## config.mk

```make
export PLATFORM = sky130hd
export DESIGN_NAME = mips_run_controller
export DESIGN_NICKNAME = d
export VERILOG_FILES = /design/src/rtl/mips_run_controller.sv
export SDC_FILE = /design/constraint.sdc
export NUM_CORES = 1
export LEC_CHECK = 0
export BUFFER_PORTS_ARGS = -buffer_cell sky130_fd_sc_hd__buf_2
export CORE_MARGIN = 2
export CORE_UTILIZATION = 45
export DETAILED_ROUTE_END_ITERATION = 12
export PLACE_DENSITY = 0.8
export REMOVE_ABC_BUFFERS = 1
export SYNTH_ARGS = -nofsm -noshare
export SYNTH_HDL_FRONTEND = slang
export SYNTH_SLANG_ARGS = --single-unit
```

## constraint.sdc

```tcl
create_clock -name clk -period 3.7 [get_ports clk]
set_clock_uncertainty 0.15 [all_clocks]
set_input_delay 0.74 -clock clk [delete_from_list [all_inputs] [get_ports clk]]
set_output_delay 0.74 -clock clk [all_outputs]
set_load 0.1 [all_outputs]
```

## src/rtl/mips_run_controller.sv

```systemverilog
// -----------------------------------------------------------------------------
// mips_run_controller
//
// Run sequencer for the mips_cpu_harvard core. A single start/done handshake
// resets the CPU for RESET_CYCLES enabled edges, lets it run, detects halt
// (CPU inactive or fetch from HALT_ADDRESS), latches register_v0 and the RUN
// cycle count, and aborts programs that never halt after TIMEOUT_CYCLES.
//
// Ports:
//   clk               in   system clock, rising-edge active
//   reset             in   asynchronous active-high controller reset
//   start             in   run request, sampled only in IDLE
//   abort             in   cancel the run in HOLD_RESET or RUN
//   cpu_active        in   CPU active output
//   cpu_instr_address in   CPU instruction fetch address
//   cpu_register_v0   in   CPU register v0
//   cpu_reset         out  drives CPU reset
//   cpu_clk_enable    out  drives CPU clk_enable
//   busy              out  high in HOLD_RESET and RUN
//   done              out  one-cycle completion pulse
//   timed_out         out  last run ended by timeout
//   result            out  register_v0 latched at halt
//   cycle_count       out  RUN cycles of the current or last run
// -----------------------------------------------------------------------------
module mips_run_controller #(
  parameter int unsigned RESET_CYCLES   = 2,
  parameter int unsigned TIMEOUT_CYCLES = 1000,
  parameter logic [31:0] HALT_ADDRESS   = 32'h00000000
) (
  input  logic        clk,
  input  logic        reset,
  input  logic        start,
  input  logic        abort,
  input  logic        cpu_active,
  input  logic [31:0] cpu_instr_address,
  input  logic [31:0] cpu_register_v0,
  output logic        cpu_reset,
  output logic        cpu_clk_enable,
  output logic        busy,
  output logic        done,
  output logic        timed_out,
  output logic [31:0] result,
  output logic [31:0] cycle_count
);

  localparam int unsigned   RCW         = $clog2(RESET_CYCLES + 1);
  localparam logic [RCW-1:0] RST_LAST   = RCW'(RESET_CYCLES - 1);
  localparam logic [RCW-1:0] RST_ONE    = RCW'(1);
  localparam logic [31:0]    TIMEOUT_VAL = 32'(TIMEOUT_CYCLES);

  typedef enum logic [1:0] {
    S_IDLE       = 2'd0,
    S_HOLD_RESET = 2'd1,
    S_RUN        = 2'd2,
    S_DONE       = 2'd3
  } state_e;

  state_e           state_q, state_d;
  logic [RCW-1:0]   rst_cnt_q, rst_cnt_d;
  logic [31:0]      cycle_count_q, cycle_count_d;
  logic [31:0]      result_q, result_d;
  logic             timed_out_q, timed_out_d;
  logic             cpu_reset_q, cpu_reset_d;
  logic             cpu_clk_enable_q, cpu_clk_enable_d;
  logic             busy_q, busy_d;
  logic             done_q, done_d;

  logic [31:0]      cnt_inc_s;
  logic             halt_s;

  // The halt condition is masked on the first RUN edge while the CPU leaves reset.
  assign cnt_inc_s = cycle_count_q + 32'd1;
  assign halt_s    = (cycle_count_q != 32'd0) &&
                     ((cpu_active == 1'b0) || (cpu_instr_address == HALT_ADDRESS));

  // Next-state and datapath update logic.
  always_comb begin
    state_d       = state_q;
    rst_cnt_d     = rst_cnt_q;
    cycle_count_d = cycle_count_q;
    result_d      = result_q;
    timed_out_d   = timed_out_q;
    case (state_q)
      S_IDLE: begin
        if (start && !abort) begin
          state_d       = S_HOLD_RESET;
          cycle_count_d = 32'd0;
          timed_out_d   = 1'b0;
          rst_cnt_d     = '0;
        end else begin
          state_d = S_IDLE;
        end
      end
      S_HOLD_RESET: begin
        if (abort) begin
          state_d = S_IDLE;
        end else if (rst_cnt_q == RST_LAST) begin
          state_d = S_RUN;
        end else begin
          rst_cnt_d = rst_cnt_q + RST_ONE;
        end
      end
      S_RUN: begin
        // Abort wins over halt and timeout and leaves the count untouched.
        if (abort) begin
          state_d = S_IDLE;
        end else begin
          cycle_count_d = cnt_inc_s;
          if (halt_s) begin
            result_d = cpu_register_v0;
            state_d  = S_DONE;
          end else if (cnt_inc_s == TIMEOUT_VAL) begin
            timed_out_d = 1'b1;
            state_d     = S_DONE;
          end else begin
            state_d = S_RUN;
          end
        end
      end
      S_DONE: begin
        state_d = S_IDLE;
      end
      default: begin
        state_d = S_IDLE;
      end
    endcase
  end

  // Moore output decode from the next state so outputs can be registered.
  always_comb begin
    cpu_reset_d      = 1'b0;
    cpu_clk_enable_d = 1'b0;
    busy_d           = 1'b0;
    done_d           = 1'b0;
    case (state_d)
      S_IDLE: begin
        cpu_reset_d = 1'b0;
      end
      S_HOLD_RESET: begin
        cpu_reset_d      = 1'b1;
        cpu_clk_enable_d = 1'b1;
        busy_d           = 1'b1;
      end
      S_RUN: begin
        cpu_clk_enable_d = 1'b1;
        busy_d           = 1'b1;
      end
      S_DONE: begin
        done_d = 1'b1;
      end
      default: begin
        done_d = 1'b0;
      end
    endcase
  end

  // State, datapath and output registers.
  always_ff @(posedge clk or posedge reset) begin
    if (reset) begin
      state_q          <= S_IDLE;
      rst_cnt_q        <= '0;
      cycle_count_q    <= 32'd0;
      result_q         <= 32'd0;
      timed_out_q      <= 1'b0;
      cpu_reset_q      <= 1'b0;
      cpu_clk_enable_q <= 1'b0;
      busy_q           <= 1'b0;
      done_q           <= 1'b0;
    end else begin
      state_q          <= state_d;
      rst_cnt_q        <= rst_cnt_d;
      cycle_count_q    <= cycle_count_d;
      result_q         <= result_d;
      timed_out_q      <= timed_out_d;
      cpu_reset_q      <= cpu_reset_d;
      cpu_clk_enable_q <= cpu_clk_enable_d;
      busy_q           <= busy_d;
      done_q           <= done_d;
    end
  end

  assign cpu_reset      = cpu_reset_q;
  assign cpu_clk_enable = cpu_clk_enable_q;
  assign busy           = busy_q;
  assign done           = done_q;
  assign timed_out      = timed_out_q;
  assign result         = result_q;
  assign cycle_count    = cycle_count_q;

endmodule

```

==> flow_metrics.py, run 1 <==
metrics = {
    "cells_and_area": {
        "antenna_cells": 0,
        "final_util_pct": 57.5,
        "finalNetCount": 621,
        "fin_cells": 659,
        "area_delta_synth_final_pct": 22.8,
        "drive_gt1_share_pct": 38.7,
        "num-fill-cells": 758,
    },
    "grt": {
        "grt.overflow.total": 0,
        "grt_pass1_wl_um": 17400,
        "antenna_found_initial": 0,
        "grt_max_degree": 34,
        "first_global_vias": 3536,
        "grtUsageTotal_pct": 21.7,
    },
    "placement": {
        "hpwlAfterDp_um": 7770,
        "gp_congestion": 0.887,
        "dpl.cell_count": 640,
        "port_buffers": 137,
    },
    "timing": {
        "rsz0062_at_grt": "false",
        "finalHoldViolCount": 0,
        "setup_viol": 0,
        "finalSetupTns_ns": 0,
        "finalMaxSlewViolations": 0,
        "fmax_mhz": 290,
        "fin_crit_sh_pct": 93.2,
        "period_needed_ns": 3.45,
        "tightest_slew_ns": 0.906,
        "relSlewSlack_pct": 39.5,
    },
    "floorplanning": {
        "die_y_um": 99.8,
        "rows": 34,
        "die-area_mm2": 0.00995,
        "io_pins": 138,
        "start_util_pct": 46.9,
        "die_w_um": 99.8,
        "coreArea_mm2": 0.00881,
    },
    "worst_setup_path": {
        "critPathTopFamily": "simple AND/OR/NAND/NOR gates",
        "path_cells": "nand4_2, or4_1, nor4_2, mux2i_1, nand4b_1, or4_4, nand2_1, ha_1, inv_1",
        "crit_buf_inv": 1,
        "critPathKind": "flop to flop",
        "start_kind": "flop",
        "r2r_end": "busy",
        "r2r_cells": 9,
        "worst_ep_arrival_time_ns": 3.58,
        "worst-r2r-setup-slack_ns": 0.25,
        "cp_max_fo": 12,
        "cpMaxStageDelayCell": "or4_1",
        "required_ns": 3.83,
        "max_stage_delay_ns": 0.68,
        "endpoint_kind": "flop",
        "crit_path_start": "cycle_count[2]",
        "reg2reg_from": "cycle_count[2]",
    },
    "clock_network": {
        "cts_root_buf": "clkbuf_8",
        "cts_buffer_depth": 2,
        "cts_tree": "done",
        "clk_pin_slew_ns": 0.08,
        "clk_latency_ns": 0.35,
        "cts.sinks": 72,
        "cts_resized": 0,
        "h-tree-depth": 3,
        "numCtsBuffers": 9,
        "hold_buffers": 0,
    },
    "logic_synthesis": {
        "synth_flop_cell": "dfrtp_1",
        "synthCells": 427,
        "synth.avg_cell_area_um2": 9.66,
        "synthDistinctLibCells": 56,
        "ys_ff_latch": 72,
        "synthArstFlopShare_pct": 100,
        "syn_area_mm2": 0.00413,
        "yosys_warnings": 0,
        "yosysSeqAreaShare_pct": 43.7,
        "synth_edf_count": 0,
    },
    "drt": {
        "drtIter0Drc": 306,
        "drt-total-wl_um": 10800,
        "remaining_drc_errors": 0,
        "drtPass1Iterations": 5,
        "route.detailed.vias_per_inst": 5.81,
        "vias": 3832,
        "wl_per_cell_um": 16.5,
        "ant_nets": 0,
    },
    "power_and_ir_drop": {
        "pwr-share-comb_pct": 28.7,
        "leakagePower_nw": 2.57,
        "power_switching_uw": 888,
        "power_mw": 2.33,
        "p_int_mw": 1.45,
        "peakVddDrop_mv": 0.222,
        "p_clk_share_pct": 32.8,
        "switching_share_pct": 38.1,
        "powerDensity_mw_per_mm2": 461,
        "seqPwrFrac_pct": 38.4,
    },
    "status": {
        "outcome": "finished clean",
    },
    "job": {
        "cap_violations": 0,
    },
    "min_path": {
        "min_path_type": "primary input to asynchronous set/reset pin",
    },
}
## cell usage in the layout, fill, tap and decap left out, types with 5 or more instances in the layout
cell	synthesis	routed
nor3_1	5	5
a31oi_1	14	14
ha_1	6	6
nor4_1	17	17
nand3_1	13	13
xnor2_1	8	8
nor2_1	22	22
buf_2	5	137
and3_1	6	6
a21oi_1	7	7
dfrtp_1	72	72
mux2_2	32	32
o21ai_0	52	51
mux2i_1	5	5
inv_1	11	10
nand2_1	28	28
o31ai_1	9	9
nand4_1	18	18
buf_4	3	12
clkbuf_8	0	9
## Yosys cell counts (6+ instances only)
cell type | number | share of area [%]
dfrtp_1 | 72 | 44
o21ai_0 | 52 | 6.3
mux2_2 | 32 | 8.7
nand2_1 | 28 | 2.5
clkbuf_1 | 23 | 2.1
nor2_1 | 22 | 2.0
nand4_1 | 18 | 2.7
nor4_1 | 17 | 2.6
a31oi_1 | 14 | 2.1
nand3_1 | 13 | 1.6
inv_1 | 11 | 1.0
o31ai_1 | 9 | 1.6
xnor2_1 | 8 | 1.7
a21oi_1 | 7 | 0.85
and3_1 | 6 | 0.91
ha_1 | 6 | 1.8
## how the worst max path moves through the flow
| stage | to | slack [ns] | depth (start not counted) |
|---|---|---|---|
| floorplan | busy | -0.17 | 9 |
| global route | busy | 0.04 | 9 |
| detailed placement | busy | 0.30 | 10 |
| global placement | busy | 0.42 | 9 |
| finish | busy | 0.25 | 9 |
| CTS | busy | 0.23 | 10 |
## cell type report
cell class | count | area [um2] | area share, %
Inverter | 11 | 41.3 | 0.815
Timing Repair Buffer | 149 | 776 | 15.3
Clock inverter | 6 | 115 | 2.27
Clock buffer | 10 | 128 | 2.52
Tap cell | 108 | 135 | 2.67
Multi-Input combinational cell | 303 | 2070 | 40.8
Sequential cell | 72 | 1800 | 35.6
## state kept, by name, indices dropped and copies added (netlist names)
| signal | count |
|---|---|
| done | 1 |
| cycle_count | 32 |
| state_q | 2 |
| result | 32 |
| busy | 1 |
| rst_cnt_q | 2 |
| cpu_reset | 1 |
| timed_out | 1 |
## timing repair
action                     4_1_cts  5_1_grt
hold endpoints to repair         0        0
setup endpoints to repair        0        1
buffers inserted                 0        3
## metal layers
metal	wire (um)	GRT usage [%]	vias to the layer above	part of all wire (%)
met5	0	0	-	0
met4	239	7.59	0	2.2
met3	750	4.22	25	6.9
met2	5060	34.8	180	47
met1	4790	29.5	1808	44
li1	-	-	1819	-
## metrics by stage
| step | setup slack, ns | hold slack [ns] | cell area [um2] |
|---|---|---|---|
| after floorplan | -0.173 | 0.347 | 3910 |
| after global placement | 0.421 | 0.333 | 4800 |
| after detailed placement | 0.299 | 0.340 | 4800 |
| after CTS | 0.234 | 0.328 | 5040 |
| after global routing | 0.0359 | 0.359 | 5070 |
| final | 0.253 | 0.309 | 5070 |
## worst register-to-register path, cell delays in order, from the launching register on
cell and delay [ns]:
dfrtp_1 0.54, nand4_2 0.27, or4_1 0.68, nor4_2 0.44, mux2i_1 0.26, nand4b_1 0.12
or4_4 0.52, nand2_1 0.11, ha_1 0.23, inv_1 0.05
## power groups by stage
stage               clock network, mW  logic, mW  registers (mW)
floorplan                           0      0.143            1.29
global placement                    0      0.664           0.908
detailed placement                  0      0.674           0.914
CTS                             0.779      0.674           0.898
global route                    0.816      0.707           0.909
finish                          0.767      0.670           0.897
## cells by family after synthesis
kind of cell               share of synthesized area [%]
DFF                                                 43.7
muxes                                               9.95
buffers and inverters                               6.19
xor gates and xnor gates                            2.33
AOI/OAI and AO/OA                                   15.9
adders and majority gates                           1.82
and+or+nand+nor                                     20.1
No activity file was read; power rests on OpenSTA's default activity.
==> inputs of run 2 (changes only) <==
Settings changed: ABC_AREA from default to 1, CELL_PAD_IN_SITES_DETAIL_PLACEMENT from default to 0, CELL_PAD_IN_SITES_GLOBAL_PLACEMENT from default to 1, CORE_UTILIZATION 45 to 35, GPL_TIMING_DRIVEN from default to 0, PLACE_DENSITY 0.8 to 0.87.
==> flow_metrics.py, run 2 <==
metrics = {
    "grt": {
        "grt_pass1_wl_um": 19500,
        "grt_max_degree": 71,
        "antenna_found_initial": 0,
        "grtUsageTotal_pct": 19.4,
        "first_global_vias": 4176,
        "grt.overflow.total": 0,
    },
    "logic_synthesis": {
        "synth_flop_cell": "dfrtp_1",
        "synthArstFlopShare_pct": 100,
        "synth.avg_cell_area_um2": 6.91,
        "syn_area_mm2": 0.00407,
        "synth_common_cells": "246 x nand2_1, 77 x nor2_1, 72 x dfrtp_1, 60 x inv_1, 27 x nand3_1",
        "yosys.area.top_type_share_pct": 44.3,
        "synth_edf_count": 0,
        "synth_most_common_cell": "nand2_1",
        "ys_ff_latch": 72,
        "synthDistinctLibCells": 29,
        "yosys_warnings": 0,
        "yosysTopAreaCell": "dfrtp_1",
        "synthCells": 589,
        "yosysSeqAreaShare_pct": 44.3,
        "ys_top_cells_by_area": "dfrtp_1 44%, nand2_1 23%, nor2_1 7.1%, inv_1 5.5%, nand3_1 3.3%",
    },
    "timing": {
        "period_needed_ns": 3.20,
        "finalHoldViolCount": 0,
        "fin_hold_ws_ns": 0.103,
        "fin_crit_sh_pct": 86.5,
        "fmax_mhz": 313,
        "finalMaxSlewViolations": 0,
        "setup_viol": 0,
        "rsz0062_at_grt": "false",
        "relSlewSlack_pct": 34.3,
        "tightest_slew_ns": 0.984,
    },
    "worst_setup_path": {
        "cp_max_fo": 34,
        "required_ns": 3.83,
        "max_stage_delay_ns": 0.70,
        "worst-r2r-setup-slack_ns": 0.67,
        "critPathTopFamily": "simple AND/OR/NAND/NOR gates",
        "crit_buf_inv": 2,
        "r2r_cells": 9,
        "path_cells": "buf_2, nor2_1, nand4_1, or2_2, o21ai_0, nand3_2, clkinvlp_4, nand2_1, nand2_1",
        "endpoint_kind": "flop",
        "crit_top_cell": "nand2_1",
        "critPathKind": "primary input to flop",
        "reg2reg_from": "cycle_count[0]",
        "worst_ep_arrival_time_ns": 3.33,
        "start_kind": "primary input",
        "cpMaxStageDelayCell": "clkinvlp_4",
        "r2r_end": "result[6]",
    },
    "drt": {
        "drtPass1Iterations": 4,
        "drtIter0Drc": 202,
        "wl_per_cell_um": 13.3,
        "drt-total-wl_um": 11600,
        "route.detailed.vias_per_inst": 4.82,
        "ant_nets": 0,
        "remaining_drc_errors": 0,
        "vias": 4204,
    },
    "cells_and_area": {
        "layout_common_cells": "246 x nand2_1, 137 x buf_2, 77 x nor2_1",
        "drive_gt1_share_pct": 24.2,
        "antenna_cells": 0,
        "final_util_pct": 46.0,
        "final_common_cell": "nand2_1",
        "multi_input_area_mm2": 0.00199,
        "area_delta_synth_final_pct": 28.5,
        "regArea_mm2": 0.00180,
        "num-fill-cells": 1196,
        "fin_cells": 873,
        "finalNetCount": 800,
    },
    "job": {
        "cap_violations": 0,
    },
    "clock_network": {
        "clk_latency_ns": 0.35,
        "clk_pin_slew_ns": 0.06,
        "cts_root_buf": "clkbuf_16",
        "cts_buffer_depth": 2,
        "cts_tree": "done",
        "h-tree-depth": 3,
        "cts_setup_buffers": 0,
        "hold_buffers": 0,
        "cts.sinks": 72,
        "numCtsBuffers": 9,
    },
    "floorplanning": {
        "die_w_um": 112,
        "io_pins": 138,
        "rows": 39,
        "die_y_um": 112,
        "start_util_pct": 35.8,
        "die-area_mm2": 0.0125,
        "coreArea_mm2": 0.0114,
    },
    "status": {
        "outcome": "finished clean",
    },
    "placement": {
        "port_buffers": 137,
        "hpwlAfterDp_um": 8560,
        "dpl.cell_count": 857,
        "gp_congestion": 0.885,
    },
    "power_and_ir_drop": {
        "peakVddDrop_mv": 0.639,
        "leakagePower_nw": 2.86,
        "powerDensity_mw_per_mm2": 698,
    },
    "min_path": {
        "min_path_type": "primary input to asynchronous set/reset pin",
    },
}
## run 2: changes by cell type in the layout (fill, tap and decap cells not counted), sizes merged, moves of 8 or more
cell	before	now
o22ai	0	11
nand3	13	28
o31ai	9	0
xnor2	8	0
nand2	28	251
nor2	23	89
a31oi	14	0
mux2	32	0
o21ai	53	28
inv	13	61
nor4	20	2
buf	149	138
## run 2: kinds of logic (layout without fill, tap and decap cells)
kind of cell	after synthesis	after routing	synth area share [%]
DFF	72	72	44.3
adders and majority gates	6	6	1.84
AOI/OAI and AO/OA	46	46	6.15
buffers and inverters	74	215	7.01
xor gates and xnor gates	2	2	0.431
and+or+nand+nor	389	389	40.3
## run 2: final cells by class
class	instances	area share, %
clock buffer	10	4.57
clock inverter	6	1.29
inverter	61	4.50
multi-input combinational	443	38.1
sequential	72	34.5
tap	143	3.42
timing repair buffer	138	13.6
## run 2: routing by layer
metal / vias up / global-route usage [%] / routed length (um)
met2: 134 / 31.4 / 5460
met4: 0 / 7.74 / 229
met1: 1939 / 23.9 / 5100
li1: 2116 / - / -
met5: - / 0 / 0
met3: 15 / 6.53 / 843
## run 2: how the worst max path moves through the flow
| stage | startpoint | endpoint | slack, ns | depth (start not counted) |
|---|---|---|---|---|
| detailed placement | abort | result[6] | -0.92 | 6 |
| floorplan | cycle_count[0] | result[0] | 0.33 | 9 |
| CTS | state_q[0] | result[6] | 0.27 | 7 |
| global route | cpu_instr_address[3] | result[6] | 0.23 | 9 |
| finish | cpu_instr_address[3] | result[6] | 0.50 | 9 |
| global placement | abort | result[10] | -0.85 | 6 |
## run 2: power by group
part           leakage, nW  internal, mW  switching [mW]
clock                0.145         0.542           0.357
combinational         1.73         0.244            1.45
sequential           0.983         0.952           0.100
## run 2: timing repair
item | in CTS | in global routing
setup endpoints to repair | 33 | 32
hold endpoints to repair | 0 | 0
resized for setup | 2 | 1
## run 2: worst register-to-register path: stages, from the launching register on
cell and delay [ns]:
dfrtp_1 0.45, inv_1 0.14, ha_1 0.20, nand4_1 0.11
nor3_1 0.21, nand2_1 0.14, nand3_2 0.52, clkinvlp_4 0.68
nand2_1 0.23, nand2_1 0.07
## run 2: per-stage QoR
stage                     setup slack [ns]  power [mW]  area, um2  setup TNS (ns)
final                                0.501        3.65       5230               0
after global routing                 0.227        3.81       5230               0
after CTS                            0.267        3.69       5220               0
after detailed placement            -0.917        2.77       4910          -27.68
after global placement              -0.846        2.74       4880          -25.16
after floorplan                      0.325        2.45       4010               0
==> inputs of run 3 (changes only) <==
Settings changed: ABC_AREA 1 to 0, CORE_UTILIZATION 35 to 38, MAX_ROUTING_LAYER from default to met4, PLACE_DENSITY 0.87 to 0.88, TNS_END_PERCENT from default to 10.
==> flow_metrics.py, run 3 (synthesis results as in run 1) <==
metrics = {
    "timing": {
        "relSlewSlack_pct": 17.3,
        "tightest_slew_ns": 1.24,
        "finalHoldViolCount": 0,
        "rsz0062_at_grt": "false",
        "fin_crit_sh_pct": 95.6,
        "finalMaxSlewViolations": 0,
        "period_needed_ns": 3.54,
        "fin_ws_ns": 0.161,
        "setup_viol": 0,
        "fmax_mhz": 283,
    },
    "clock_network": {
        "h-tree-depth": 3,
        "numCtsBuffers": 9,
        "cts_buffer_depth": 2,
        "hold_buffers": 0,
        "cts_setup_buffers": 0,
        "clk_latency_ns": 0.35,
        "cts.sinks": 72,
        "clk_pin_slew_ns": 0.07,
        "cts_root_buf": "clkbuf_8",
        "cts_tree": "done",
        "cts_resized": 0,
    },
    "floorplanning": {
        "die_w_um": 108,
        "die_y_um": 108,
        "rows": 38,
        "coreArea_mm2": 0.0107,
        "io_pins": 138,
        "start_util_pct": 38.6,
        "die-area_mm2": 0.0117,
    },
    "drt": {
        "ant_nets": 0,
        "drtIter0Drc": 253,
        "vias": 3781,
        "drt-total-wl_um": 10900,
        "met3WireLength_um": 863,
        "wl_per_cell_um": 16.0,
        "highest_layer": "met4",
        "route.detailed.vias_per_inst": 5.57,
        "remaining_drc_errors": 0,
        "drt-met1-wl_um": 4990,
        "wl_met2_um": 4900,
        "drtPass1Iterations": 5,
    },
    "worst_setup_path": {
        "r2r_cells": 10,
        "start_kind": "flop",
        "r2r_end": "busy",
        "cp_max_fo": 11,
        "path_cells": "ha_2, and3_1, nand4_2, xnor2_1, a2111oi_0, o2111ai_1, or4_4, nand2_1, ha_1, inv_1",
        "worst_ep_arrival_time_ns": 3.67,
        "worst-r2r-setup-slack_ns": 0.16,
        "cpMaxStageDelayCell": "dfrtp_1",
        "endpoint_kind": "flop",
        "critPathKind": "flop to flop",
        "required_ns": 3.83,
        "max_stage_delay_ns": 0.56,
        "reg2reg_from": "cycle_count[0]",
    },
    "power_and_ir_drop": {
        "peakVddDrop_mv": 0.347,
        "powerDensity_mw_per_mm2": 449,
        "power_mw": 2.25,
        "leakagePower_nw": 2.51,
    },
    "cells_and_area": {
        "layout_common_cells": "137 x buf_2, 69 x dfrtp_1, 51 x o21ai_0",
        "num-fill-cells": 1039,
        "final_util_pct": 46.9,
        "antenna_cells": 0,
        "multi_input_area_mm2": 0.00208,
        "fin_cells": 679,
        "final_common_cell": "buf_2",
        "drive_gt1_share_pct": 38.6,
        "regArea_mm2": 0.00181,
        "finalNetCount": 610,
        "area_delta_synth_final_pct": 21.7,
    },
    "job": {
        "cap_violations": 0,
    },
    "placement": {
        "dpl.cell_count": 664,
        "dp_slack_ns": -0.167,
        "hpwlAfterDp_um": 7730,
        "gp_congestion": 0.882,
        "port_buffers": 137,
    },
    "grt": {
        "antenna_found_initial": 0,
        "grtUsageTotal_pct": 18.9,
        "first_global_vias": 3446,
        "grt_max_degree": 73,
        "grt.overflow.total": 0,
        "grt_pass1_wl_um": 17100,
    },
    "status": {
        "outcome": "finished clean",
    },
    "min_path": {
        "min_path_type": "flop to flop",
        "hold_path_end": "result[31]",
        "holdPathStages": 1,
        "worstHoldStart": "result[31]",
    },
}
run 3: how the worst max path moves through the flow:
stage / end / start / slack [ns] / cells after the start
after global placement: cycle_count[27] / start / -0.30 / 4
final: busy / cycle_count[0] / 0.16 / 10
after CTS: busy / cycle_count[0] / 0.12 / 10
after global routing: busy / cycle_count[5] / 0.0006 / 9
after floorplan: busy / cycle_count[4] / -0.17 / 9
after detailed placement: busy / abort / -0.17 / 8
run 3: critical path: cells and delay by family, from the launching register on:
family | cells | cell delay, ns
flops | 1 | 0.56
simple gates | 4 | 1.29
xor+xnor | 1 | 0.22
buf+inv | 1 | 0.06
compound gates | 2 | 0.62
fa+ha+maj | 2 | 0.57
run 3: cell type report:
class                      instances  area share, %
clock buffer                      10           2.74
sequential                        72           36.0
tap                              140           3.49
timing repair buffer             138           14.0
clock inverter                     5           1.62
multi-input combinational        303           41.4
inverter                          11          0.872
run 3: routing by layer:
metal,GRT usage [%],up-vias
li1,-,1796
met1,24.9,1795
met3,3.13,12
met4,6.78,0
met2,29.5,178
met5,-,-
run 3: where the power goes:
group	internal (mW)	total, mW	switching [mW]
Clock	0.394	0.682	0.288
Sequential	0.848	0.899	0.0509
Combinational	0.144	0.671	0.527
run 3: metrics by stage:
stage	cell area, um2	hold slack, ns	TNS (ns)
after global routing	5020	0.368	0
final	5020	0.354	0
after floorplan	3910	0.347	-0.253
after CTS	5010	0.358	0
after detailed placement	4790	0.342	-1.25
after global placement	4770	0.335	-7.30
